$ cat src/rtl/density_pkg.sv
// Shared definitions for the density renderer: colour modes, fixed colours
// and the default grid geometry.
package density_pkg;

    // Colour mode selected once per frame
    typedef enum logic [1:0] {
        PACKED = 2'd0,
        GRAY   = 2'd1,
        HEAT   = 2'd2,
        CENTER = 2'd3
    } mode_e;

    // Pink test overlay colour
    localparam logic [7:0] OVERLAY_R = 8'd219;
    localparam logic [7:0] OVERLAY_G = 8'd48;
    localparam logic [7:0] OVERLAY_B = 8'd130;

    // Grey level used for cell-boundary grid lines
    localparam logic [7:0] GRID_LINE_LEVEL = 8'd64;

    // Default grid geometry and memory timing
    localparam int DEF_GRID_W       = 205;
    localparam int DEF_GRID_H       = 155;
    localparam int DEF_CELL_SHIFT   = 2;
    localparam int DEF_TAPS         = 9;
    localparam int DEF_DATA_W       = 8;
    localparam int DEF_BRAM_LATENCY = 2;

    // Width needed to hold the sum of every tap at full scale
    function automatic int sum_width(input int taps, input int data_w);
        return $clog2(taps * ((1 << data_w) - 1) + 1);
    endfunction

endpackage

$ cat src/rtl/density_sum.sv
// Combinational sum of all density taps of one cell, plus detection of a
// barrier cell (every tap at full scale).
module density_sum #(
    parameter int TAPS   = 9,
    parameter int DATA_W = 8,
    parameter int SUM_W  = 12
) (
    input  logic [TAPS*DATA_W-1:0] i_taps,
    output logic [SUM_W-1:0]       o_sum,
    output logic                   o_barrier
);

    // Add every tap (width chosen so the total can never overflow) and
    // clear the barrier flag as soon as any tap is below full scale
    always_comb begin
        o_sum     = '0;
        o_barrier = 1'b1;
        for (int i = 0; i < TAPS; i++) begin
            o_sum = o_sum + SUM_W'(i_taps[i*DATA_W +: DATA_W]);
            if (i_taps[i*DATA_W +: DATA_W] != {DATA_W{1'b1}}) begin
                o_barrier = 1'b0;
            end
        end
    end

endmodule

$ cat src/rtl/density_renderer.sv
// Density field renderer: turns the pixel scan position into a cell address,
// waits out the memory latency, then colours the cell from its density taps.
// Optional build macro: DENSITY_GRID_LINES_EN draws grey lines on cell edges.
// Latency from hcount_in to the RGB/count outputs is BRAM_LATENCY+2 cycles.
module density_renderer
    import density_pkg::*;
#(
    parameter int GRID_W       = DEF_GRID_W,
    parameter int GRID_H       = DEF_GRID_H,
    parameter int CELL_SHIFT   = DEF_CELL_SHIFT,
    parameter int TAPS         = DEF_TAPS,
    parameter int DATA_W       = DEF_DATA_W,
    parameter int BRAM_LATENCY = DEF_BRAM_LATENCY,
    parameter int BRAM_DEPTH   = GRID_W * GRID_H
) (
    input  logic                          pixel_clk_in,
    input  logic                          rst_in,
    input  logic [10:0]                   hcount_in,
    input  logic [9:0]                    vcount_in,
    input  logic [1:0]                    mode_in,
    input  logic                          overlay_in,
    input  logic [TAPS*DATA_W-1:0]        data_in,
    output logic [$clog2(BRAM_DEPTH)-1:0] addr_out,
    output logic [7:0]                    red_out,
    output logic [7:0]                    green_out,
    output logic [7:0]                    blue_out,
    output logic [10:0]                   hcount_out,
    output logic [9:0]                    vcount_out
);

    localparam int ADDR_W = $clog2(BRAM_DEPTH);
    localparam int SUM_W  = sum_width(TAPS, DATA_W);
    localparam int DLY    = BRAM_LATENCY + 1;

    localparam logic [10:0] GRID_W_H = 11'(GRID_W);
    localparam logic [9:0]  GRID_H_V = 10'(GRID_H);

    // ---------------- Stage A: address generation ----------------
    logic [ADDR_W-1:0] r_row_base;
    logic [ADDR_W-1:0] w_row_base;
    logic [10:0]       w_hcell;
    logic [9:0]        w_vcell;
    logic              w_frame_start;
    logic              w_row_step;
    logic              w_oob;
    logic [ADDR_W-1:0] w_addr;

    assign w_hcell       = hcount_in >> CELL_SHIFT;
    assign w_vcell       = vcount_in >> CELL_SHIFT;
    assign w_frame_start = (hcount_in == '0) && (vcount_in == '0);
    assign w_row_step    = (hcount_in == '0) && (vcount_in[CELL_SHIFT-1:0] == '0)
                           && (vcount_in != '0);
    assign w_oob         = (w_hcell >= GRID_W_H) || (w_vcell >= GRID_H_V);

    // Row base used by this pixel: the first pixel of a new cell row already
    // sees the advanced base, so no multiplier is needed for the address
    always_comb begin
        w_row_base = r_row_base;
        if (w_frame_start) begin
            w_row_base = '0;
        end else if (w_row_step) begin
            w_row_base = r_row_base + ADDR_W'(GRID_W);
        end
    end

    assign w_addr = w_oob ? '0 : (ADDR_W'(w_hcell) + w_row_base);

    // Register the memory address and keep the row accumulator
    always_ff @(posedge pixel_clk_in) begin
        if (rst_in) begin
            r_row_base <= '0;
            addr_out   <= '0;
        end else begin
            r_row_base <= w_row_base;
            addr_out   <= w_addr;
        end
    end

    // ---------------- Frame-synchronous mode ----------------
    mode_e r_mode;

    // Latch the requested mode only at frame start to avoid tearing
    always_ff @(posedge pixel_clk_in) begin
        if (rst_in) begin
            r_mode <= PACKED;
        end else if (w_frame_start) begin
            r_mode <= mode_e'(mode_in);
        end
    end

    // ---------------- Delay line aligned with memory data ----------------
    // A valid bit rides along so the stages flushed by reset render black.
    logic [10:0] r_dly_h   [DLY];
    logic [9:0]  r_dly_v   [DLY];
    logic        r_dly_oob [DLY];
    logic        r_dly_ov  [DLY];
    logic        r_dly_vld [DLY];

    // Shift pixel attributes so they meet data_in for the same cell
    always_ff @(posedge pixel_clk_in) begin
        if (rst_in) begin
            for (int i = 0; i < DLY; i++) begin
                r_dly_h[i]   <= '0;
                r_dly_v[i]   <= '0;
                r_dly_oob[i] <= 1'b0;
                r_dly_ov[i]  <= 1'b0;
                r_dly_vld[i] <= 1'b0;
            end
        end else begin
            r_dly_h[0]   <= hcount_in;
            r_dly_v[0]   <= vcount_in;
            r_dly_oob[0] <= w_oob;
            r_dly_ov[0]  <= overlay_in;
            r_dly_vld[0] <= 1'b1;
            for (int i = 1; i < DLY; i++) begin
                r_dly_h[i]   <= r_dly_h[i-1];
                r_dly_v[i]   <= r_dly_v[i-1];
                r_dly_oob[i] <= r_dly_oob[i-1];
                r_dly_ov[i]  <= r_dly_ov[i-1];
                r_dly_vld[i] <= r_dly_vld[i-1];
            end
        end
    end

    // ---------------- Colour stage ----------------
    logic [SUM_W-1:0] w_sum;
    logic             w_barrier;
    logic [11:0]      w_p12;
    logic [7:0]       w_t;
    logic [7:0]       w_fold;
    logic [7:0]       w_center;
    logic [7:0]       w_red;
    logic [7:0]       w_green;
    logic [7:0]       w_blue;

    density_sum #(
        .TAPS   (TAPS),
        .DATA_W (DATA_W),
        .SUM_W  (SUM_W)
    ) u_sum (
        .i_taps    (data_in),
        .o_sum     (w_sum),
        .o_barrier (w_barrier)
    );

    assign w_t    = w_sum[SUM_W-1 -: 8];
    assign w_fold = w_t[7] ? ~w_t : w_t;

    generate
        if (SUM_W >= 12) begin : g_packed_top
            assign w_p12 = w_sum[SUM_W-1 -: 12];
        end else begin : g_packed_ext
            assign w_p12 = {{(12-SUM_W){1'b0}}, w_sum};
        end
        if (DATA_W >= 8) begin : g_center_trunc
            assign w_center = data_in[(TAPS/2)*DATA_W +: 8];
        end else begin : g_center_ext
            assign w_center = {{(8-DATA_W){1'b0}}, data_in[(TAPS/2)*DATA_W +: DATA_W]};
        end
    endgenerate

`ifdef DENSITY_GRID_LINES_EN
    logic w_grid;
    assign w_grid = (r_dly_h[DLY-1][CELL_SHIFT-1:0] == '0)
                    || (r_dly_v[DLY-1][CELL_SHIFT-1:0] == '0);
`endif

    // Pick the pixel colour: black, overlay, optional grid line, then mode
    always_comb begin
        w_red   = 8'd0;
        w_green = 8'd0;
        w_blue  = 8'd0;
        if (!r_dly_vld[DLY-1] || r_dly_oob[DLY-1] || w_barrier) begin
            w_red   = 8'd0;
            w_green = 8'd0;
            w_blue  = 8'd0;
        end else if (r_dly_ov[DLY-1]) begin
            w_red   = OVERLAY_R;
            w_green = OVERLAY_G;
            w_blue  = OVERLAY_B;
`ifdef DENSITY_GRID_LINES_EN
        end else if (w_grid) begin
            w_red   = GRID_LINE_LEVEL;
            w_green = GRID_LINE_LEVEL;
            w_blue  = GRID_LINE_LEVEL;
`endif
        end else begin
            case (r_mode)
                PACKED: begin
                    w_red   = {w_p12[11:8], 4'b0};
                    w_green = {w_p12[7:4], 4'b0};
                    w_blue  = {w_p12[3:0], 4'b0};
                end
                GRAY: begin
                    w_red   = w_t;
                    w_green = w_t;
                    w_blue  = w_t;
                end
                HEAT: begin
                    w_red   = w_t;
                    w_green = {w_fold[6:0], 1'b0};
                    w_blue  = ~w_t;
                end
                default: begin
                    w_red   = w_center;
                    w_green = w_center;
                    w_blue  = w_center;
                end
            endcase
        end
    end

    // Register the colour together with the aligned scan position
    always_ff @(posedge pixel_clk_in) begin
        if (rst_in) begin
            red_out    <= '0;
            green_out  <= '0;
            blue_out   <= '0;
            hcount_out <= '0;
            vcount_out <= '0;
        end else begin
            red_out    <= w_red;
            green_out  <= w_green;
            blue_out   <= w_blue;
            hcount_out <= r_dly_h[DLY-1];
            vcount_out <= r_dly_v[DLY-1];
        end
    end

endmodule

$ cat config.mk
export PLATFORM = sky130hd
export DESIGN_NAME = density_renderer
export DESIGN_NICKNAME = d
export VERILOG_FILES = /design/src/rtl/density_pkg.sv /design/src/rtl/density_sum.sv /design/src/rtl/density_renderer.sv
export SDC_FILE = /design/constraint.sdc
export NUM_CORES = 1
export LEC_CHECK = 0
export BUFFER_PORTS_ARGS = -buffer_cell sky130_fd_sc_hd__buf_2
export CORE_MARGIN = 3
export CORE_UTILIZATION = 39
export CTS_BUF_LIST = sky130_fd_sc_hd__clkbuf_2 sky130_fd_sc_hd__clkbuf_4 sky130_fd_sc_hd__clkbuf_8
export DETAILED_ROUTE_END_ITERATION = 10
export MAX_ROUTING_LAYER = met4
export PLACE_DENSITY_LB_ADDON = 0.12
export SLEW_MARGIN = 15
export SYNTH_ARGS = -nofsm -noshare
export SYNTH_HDL_FRONTEND = slang
export SYNTH_SLANG_ARGS = --single-unit
$ cat constraint.sdc
create_clock -name pixel_clk_in -period 8.2 [get_ports pixel_clk_in]
set_clock_uncertainty 0.1 [all_clocks]
set_input_delay 0.82 -clock pixel_clk_in [delete_from_list [all_inputs] [get_ports pixel_clk_in]]
set_output_delay 0.82 -clock pixel_clk_in [all_outputs]
set_load 0.02 [all_outputs]
# ---- Word level (Yosys, flattened, before mapping)
# Memories as Yosys holds them, arrays and structs flattened. A register that Yosys moved wholly into a read port is not among the register bits.
# Cells that the tools add are included.
dict set report op_classes {
  n_lt_le_gt_ge 2
  bitwise_logic 16
  reduce_logical 16
  n_addsub 10
  mux 36
  eq_ne 11
}
# operator n
set ops {}
lappend ops {{$add 12x8->12} 7}
lappend ops {{$ne 8x8->1 const B} 9}
lappend ops {{$pmux 8 s3} 2}
lappend ops {{$mux 11} 3}
lappend ops {{$mux 10} 3}
lappend ops {{$mux 15} 2}
lappend ops {{$mux 1} 21}
lappend ops {{$mux 8} 2}
lappend ops {{$pmux 8 s2} 1}
lappend ops {{$add 15x8->15 const B} 1}
lappend ops {{$add 9x15->15} 1}
lappend ops {{$or 1x1->1} 15}
lappend ops {{$logic_not 11->1} 1}
lappend ops {{$logic_not 10->1} 1}
lappend ops {{$reduce_bool 10->1} 1}
lappend ops {{$add 8x8->9} 1}
lappend ops {{$ge 9x8->1 const B} 1}
lappend ops {{$ge 8x8->1 const B} 1}
lappend ops {{$not 8->8} 1}
lappend ops {{$mux 7} 1}
lappend ops {{$mux 6} 1}
lappend ops {{$reduce_or 2->1} 3}
lappend ops {{$logic_not 2->1} 2}
lappend ops {{$logic_and 1x1->1} 3}
lappend ops {{5 further kinds} 7}
dict set report word_totals {
  mem_bits_rw 72
  memories 5
  out_inout_bits 60
  input_bits 98
  word_cells 105
  reg_bits 56
}
# memory words word_bits read_ports rd_clocked_by_memory_dff wr line
set memory_table {}
lappend memory_table {r_dly_h 3 11 3 1 3 density_renderer.sv:93} ;# logic [10:0] r_dly_h [DLY];
lappend memory_table {r_dly_v 3 10 3 1 3 density_renderer.sv:94} ;# logic [9:0] r_dly_v [DLY];
lappend memory_table {r_dly_oob 3 1 3 0 3 density_renderer.sv:95} ;# logic r_dly_oob [DLY];
lappend memory_table {r_dly_ov 3 1 3 0 3 density_renderer.sv:96} ;# logic r_dly_ov [DLY];
lappend memory_table {r_dly_vld 3 1 3 0 3 density_renderer.sv:97} ;# logic r_dly_vld [DLY];

# ---- Longest topological paths before layout
dict set report logic_depth {
  depth_word 12
  mapped_depth 24
}

# ---- Hierarchy
# A second synthesis with hierarchy kept.
dict set report hier_totals {
  hier_cells 766
  area_unflattened_um2 7505.9
}
# mod n_inst seq_area_each_um2 cells_each area_per_inst_um2
set modules_own_cells {}
lappend modules_own_cells {density_renderer 1 2982.9 567 5589.1}
lappend modules_own_cells {density_sum 1 0.0 199 1916.8}

# ---- Least setup slack after synthesis
# Ideal clock, no wire load.
dict set report synth_timing {
  path_kind {in2reg}
  from {input data_in[0]}
  to {register blue_out[6]}
  path_stages 23
  setup_ns 0.091
  required_ns 8.009
  t_arrival_ns 5.794
  n_path_buf 0
  setup_slack_ns 2.215
  path_cell_list {ha_1 inv_1 fa_1 nor2b_1 o21ai_0 a21boi_0 o21ai_0 nand2b_1 xor2_1 fa_1 inv_1 fa_1 fa_1 fa_1 inv_1 ha_1 nand2_1 a21oi_1 o21a_1 o21a_1 or3_1 a21bo_1 a311oi_1}
}
dict set report synth_via {
  elab_chain_len 12
  word_cells_on_any_way 22
}
# element line
set synth_lines {}
lappend synth_lines {{start: declaration} density_renderer.sv:22} ;# input logic [TAPS*DATA_W-1:0] data_in,
lappend synth_lines {{branches (longest 12 deep; another with $add 12x8->12)} n/a}
lappend synth_lines {{end signal: assignment} density_renderer.sv:224} ;# blue_out <= w_blue;
lappend synth_lines {{end: declaration} density_renderer.sv:26} ;# output logic [7:0] blue_out,
# Several ways; the timed one is not identified.
# A chain may end at the register's enable or synchronous reset.

# ---- Worst setup path after layout
dict set report layout_timing {
  from {input data_in[8]}
  to {register green_out[6]}
}
dict set report layout_via {
  elab_chain_len 11
  word_cells_on_any_way 22
}
# element line
set layout_lines {}
lappend layout_lines {{$add 8x8->9 / $ne 8x8->1 (equally long branches)} {density_sum.sv:19, density_sum.sv:20}}
lappend layout_lines {{$add 12x8->12 / $mux 1 (equally long branches) (7 in series)} {density_sum.sv:19, density_sum.sv:20}}
lappend layout_lines {{$not 8->8 / $mux 1 (equally long branches)} n/a}
lappend layout_lines {{$mux 7 / $logic_or 1x1->1 (equally long branches)} {density_renderer.sv:147, density_renderer.sv:173}}
lappend layout_lines {{$pmux 8 s3 / $reduce_or 3->1 (equally long branches)} n/a}
lappend layout_lines {{end signal: assignment} density_renderer.sv:223} ;# green_out <= w_green;
lappend layout_lines {{end: declaration} density_renderer.sv:25} ;# output logic [7:0] green_out,
# Several ways; a longest one is shown, not always the timed one.

==> results.json <==
{
  "outcome": "finished clean",
  "die-width_um": 146,
  "cp_max_fo": 9,
  "rrSetupSlack_ns": 4.99,
  "postCtsResizedCells": 0,
  "grt_setup_unrepaired": "no",
  "drc": 0,
  "clock-sinks": 149,
  "synth_area_per_cell_um2": 9.58,
  "startpoint_type": "input pin",
  "yosysWarnings": 0,
  "worstSetupEndpointType": "flop",
  "dpl.hpwl_um": 13900,
  "root_buffer": "clkbuf_8",
  "worst_pin_slew_ns": 1.01,
  "syn_to_final_growth_pct": 17.8,
  "critPathArrivalTime_ns": 6.23,
  "drive_above_1_share_pct": 21.6,
  "hp-class": "flop to flop",
  "drv_cap": 0,
  "startpoint": "data_in[8]",
  "cts_max_level": 4,
  "cts.reportedPaths.clkPinSlew_ns": 0.08,
  "fin_crit_ns": 5.98,
  "async_flop_share_pct": 0,
  "vias_per_cell": 4.82,
  "drv_slew": 0,
  "fmax_mhz": 167,
  "totalWireLength_um": 17600,
  "post_dp_cell_area_um2": 8630,
  "drt_iter0_drc": 331,
  "peakVddDrop_uv": 307,
  "io_buffers": 157,
  "ant_nets": 0,
  "finalInstanceArea_um2": 9020,
  "first_pass_iters": 5,
  "grt_first_pass_wirelength_um": 29400,
  "grt.overflow.total": 0,
  "antenna_found_initial": 0,
  "syn_inst": 799,
  "numCtsBuffers": 17,
  "die_y_um": 146,
  "wire_per_inst_um": 14.4,
  "hold_viol_final": 0,
  "worstReg2RegStart": "r_row_base[0]$_SDFF_PP0_",
  "fin_tns_setup_ns": 0,
  "syn-num-nets": 981,
  "grt_max_degree": 84,
  "period_share_pct": 73.0,
  "nNetsFinal": 1126,
  "ys_ff_latch": 149,
  "cts_setup_buffers": 0,
  "powerDensity_nw_per_um2": 315,
  "holdCritStartpoint": "r_dly_v[0][8]$_SDFF_PP0_",
  "die_area_um2": 21300,
  "routabilityCongestion": 0.866,
  "synth-edff-count": 0,
  "synth_ff_type": "dfxtp_1",
  "cellLeakagePower_uw": 0.00403,
  "cts_buffer_depth": 2,
  "antenna_cells": 0,
  "grt_pass1_vias": 5937,
  "cts_tree": "done",
  "track_usage_pct": 17.4,
  "cp_data_required_time_ns": 8.45,
  "ys_seq_area_share_pct": 39.0,
  "finish.utilization_pct": 47.4,
  "insertion_delay_ns": 0.43,
  "ys_types": 63,
  "vias": 5870,
  "setup_viol": 0,
  "setup.worst_path.class": "input pin to flop",
  "core_um2": 19000,
  "hold_buffers": 0,
  "ioPinCount": 158,
  "start_util_pct": 40.3,
  "rows": 50,
  "synthesis.area_um2": 7650,
  "slew_headroom_pct": 32.4
}
[per-stage QoR]
| stage | total power, uW | hold WS, ns | std cells | worst slack [ns] |
|---|---|---|---|---|
| floorplan | 1940 | 0.314 | 799 | 2.22 |
| global placement | 2300 | 0.317 | 1185 | 1.81 |
| detailed placement | 2290 | 0.324 | 1185 | 1.78 |
| CTS | 2860 | 0.338 | 1217 | 2.26 |
| global route | 3090 | 0.349 | 1217 | 1.80 |
| finish | 2840 | 0.338 | 1217 | 2.22 |
[state kept, by name, summed over array words and instances (netlist names)]
name and flops:
addr_out 15, blue_out 8, green_out 8, hcount_out 11
r_dly_h 33, r_dly_oob 3, r_dly_ov 3, r_dly_v 30
r_dly_vld 3, r_mode 2, r_row_base 15, red_out 8
vcount_out 10
[per-layer routing]
| metal | vias up | part of all wire, % | track usage [%] |
|---|---|---|---|
| met1 | 2752 | 45 | 21.4 |
| met2 | 138 | 49 | 28.7 |
| met4 | 0 | 1.9 | 5.17 |
| met5 | - | 0 | - |
| met3 | 28 | 4.6 | 3.88 |
| li1 | 2952 | - | - |
[report_power, final]
group | switching [uW] | internal (uW)
clock | 298 | 257
sequential | 7.59 | 751
combinational | 901 | 627
total | 1210 | 1630
[Yosys cell counts (11+ instances only)]
| cell | count | area share, % |
|---|---|---|
| fa_1 | 49 | 13 |
| o21ai_0 | 21 | 1.4 |
| nor3_1 | 18 | 1.2 |
| xor2_1 | 11 | 1.3 |
| nor2_1 | 59 | 2.9 |
| dfxtp_1 | 149 | 39 |
| ha_1 | 35 | 5.7 |
| nand2_1 | 35 | 1.7 |
| nor2b_1 | 102 | 8.3 |
| nand4_1 | 24 | 2.0 |
| a21oi_1 | 36 | 2.4 |
| clkbuf_1 | 22 | 1.1 |
| xnor2_1 | 12 | 1.4 |
| inv_1 | 88 | 4.3 |
[path summary, 6_finish.rpt]
path,to,depth (start not counted)
min,r_dly_v[1][8]$_SDFF_PP0_,1
min reg2reg,r_dly_v[1][8]$_SDFF_PP0_,1
max,green_out[6]$_SDFF_PP0_,24
max reg2reg,addr_out[14]$_SDFF_PP0_,12
[logic make-up (layout without fill, tap and decap cells)]
logic type | Yosys count | in the layout | synth area share (%)
xor+xnor | 24 | 24 | 2.93
simple gates | 286 | 286 | 20.8
buf+inv | 120 | 278 | 6.28
mux | 4 | 4 | 0.523
flops | 149 | 149 | 39.0
fa+ha+maj | 84 | 84 | 18.5
compound gates | 132 | 132 | 11.9
[area by class of cell]
cell class	instances	area [um^2]
clock inverter	14	144
timing repair buffer	158	796
clock buffer	18	248
fill	1942	10000
multi-input combinational	530	4190
inverter	88	330
sequential	149	2980
tap	260	325
[cell usage in the layout, fill, tap and decap left out, types with 4 or more instances in the layout]
cell type and instances:
buf_2 156, dfxtp_1 149, nor2b_1 102, inv_1 88, nor2_1 59, fa_1 49, a21oi_1 36, nand2_1 35
ha_1 35, nand4_1 24, o21ai_0 21, nor3_1 18, clkbuf_8 18, xnor2_1 12, xor2_1 11, and2_1 9
a221oi_1 9, a211oi_1 8, a21o_1 7, o21a_1 7, nand3_1 6, nand2b_1 6, clkinvlp_4 6, nor4_1 5
o211ai_1 5, and3_1 4, a31oi_1 4, a21boi_0 4, a311oi_1 4, mux2i_1 4
[critical path: stages]
cell and delay [ns]:
buf_2 0.09, ha_1 0.15, inv_1 0.05, fa_1 0.39
nor2b_1 0.12, o21ai_0 0.11, a21boi_0 0.24, o21ai_0 0.11
nand2b_1 0.11, xor2_1 0.08, fa_1 0.48, inv_1 0.05
fa_1 0.50, fa_1 0.51, fa_1 0.54, inv_1 0.04
ha_1 0.35, nor2_1 0.16, nor2b_1 0.06, o21a_1 0.18
a41o_1 0.41, xnor3_1 0.34, nand2_1 0.05, a311oi_1 0.27
Power figures use the tool's default switching activity.
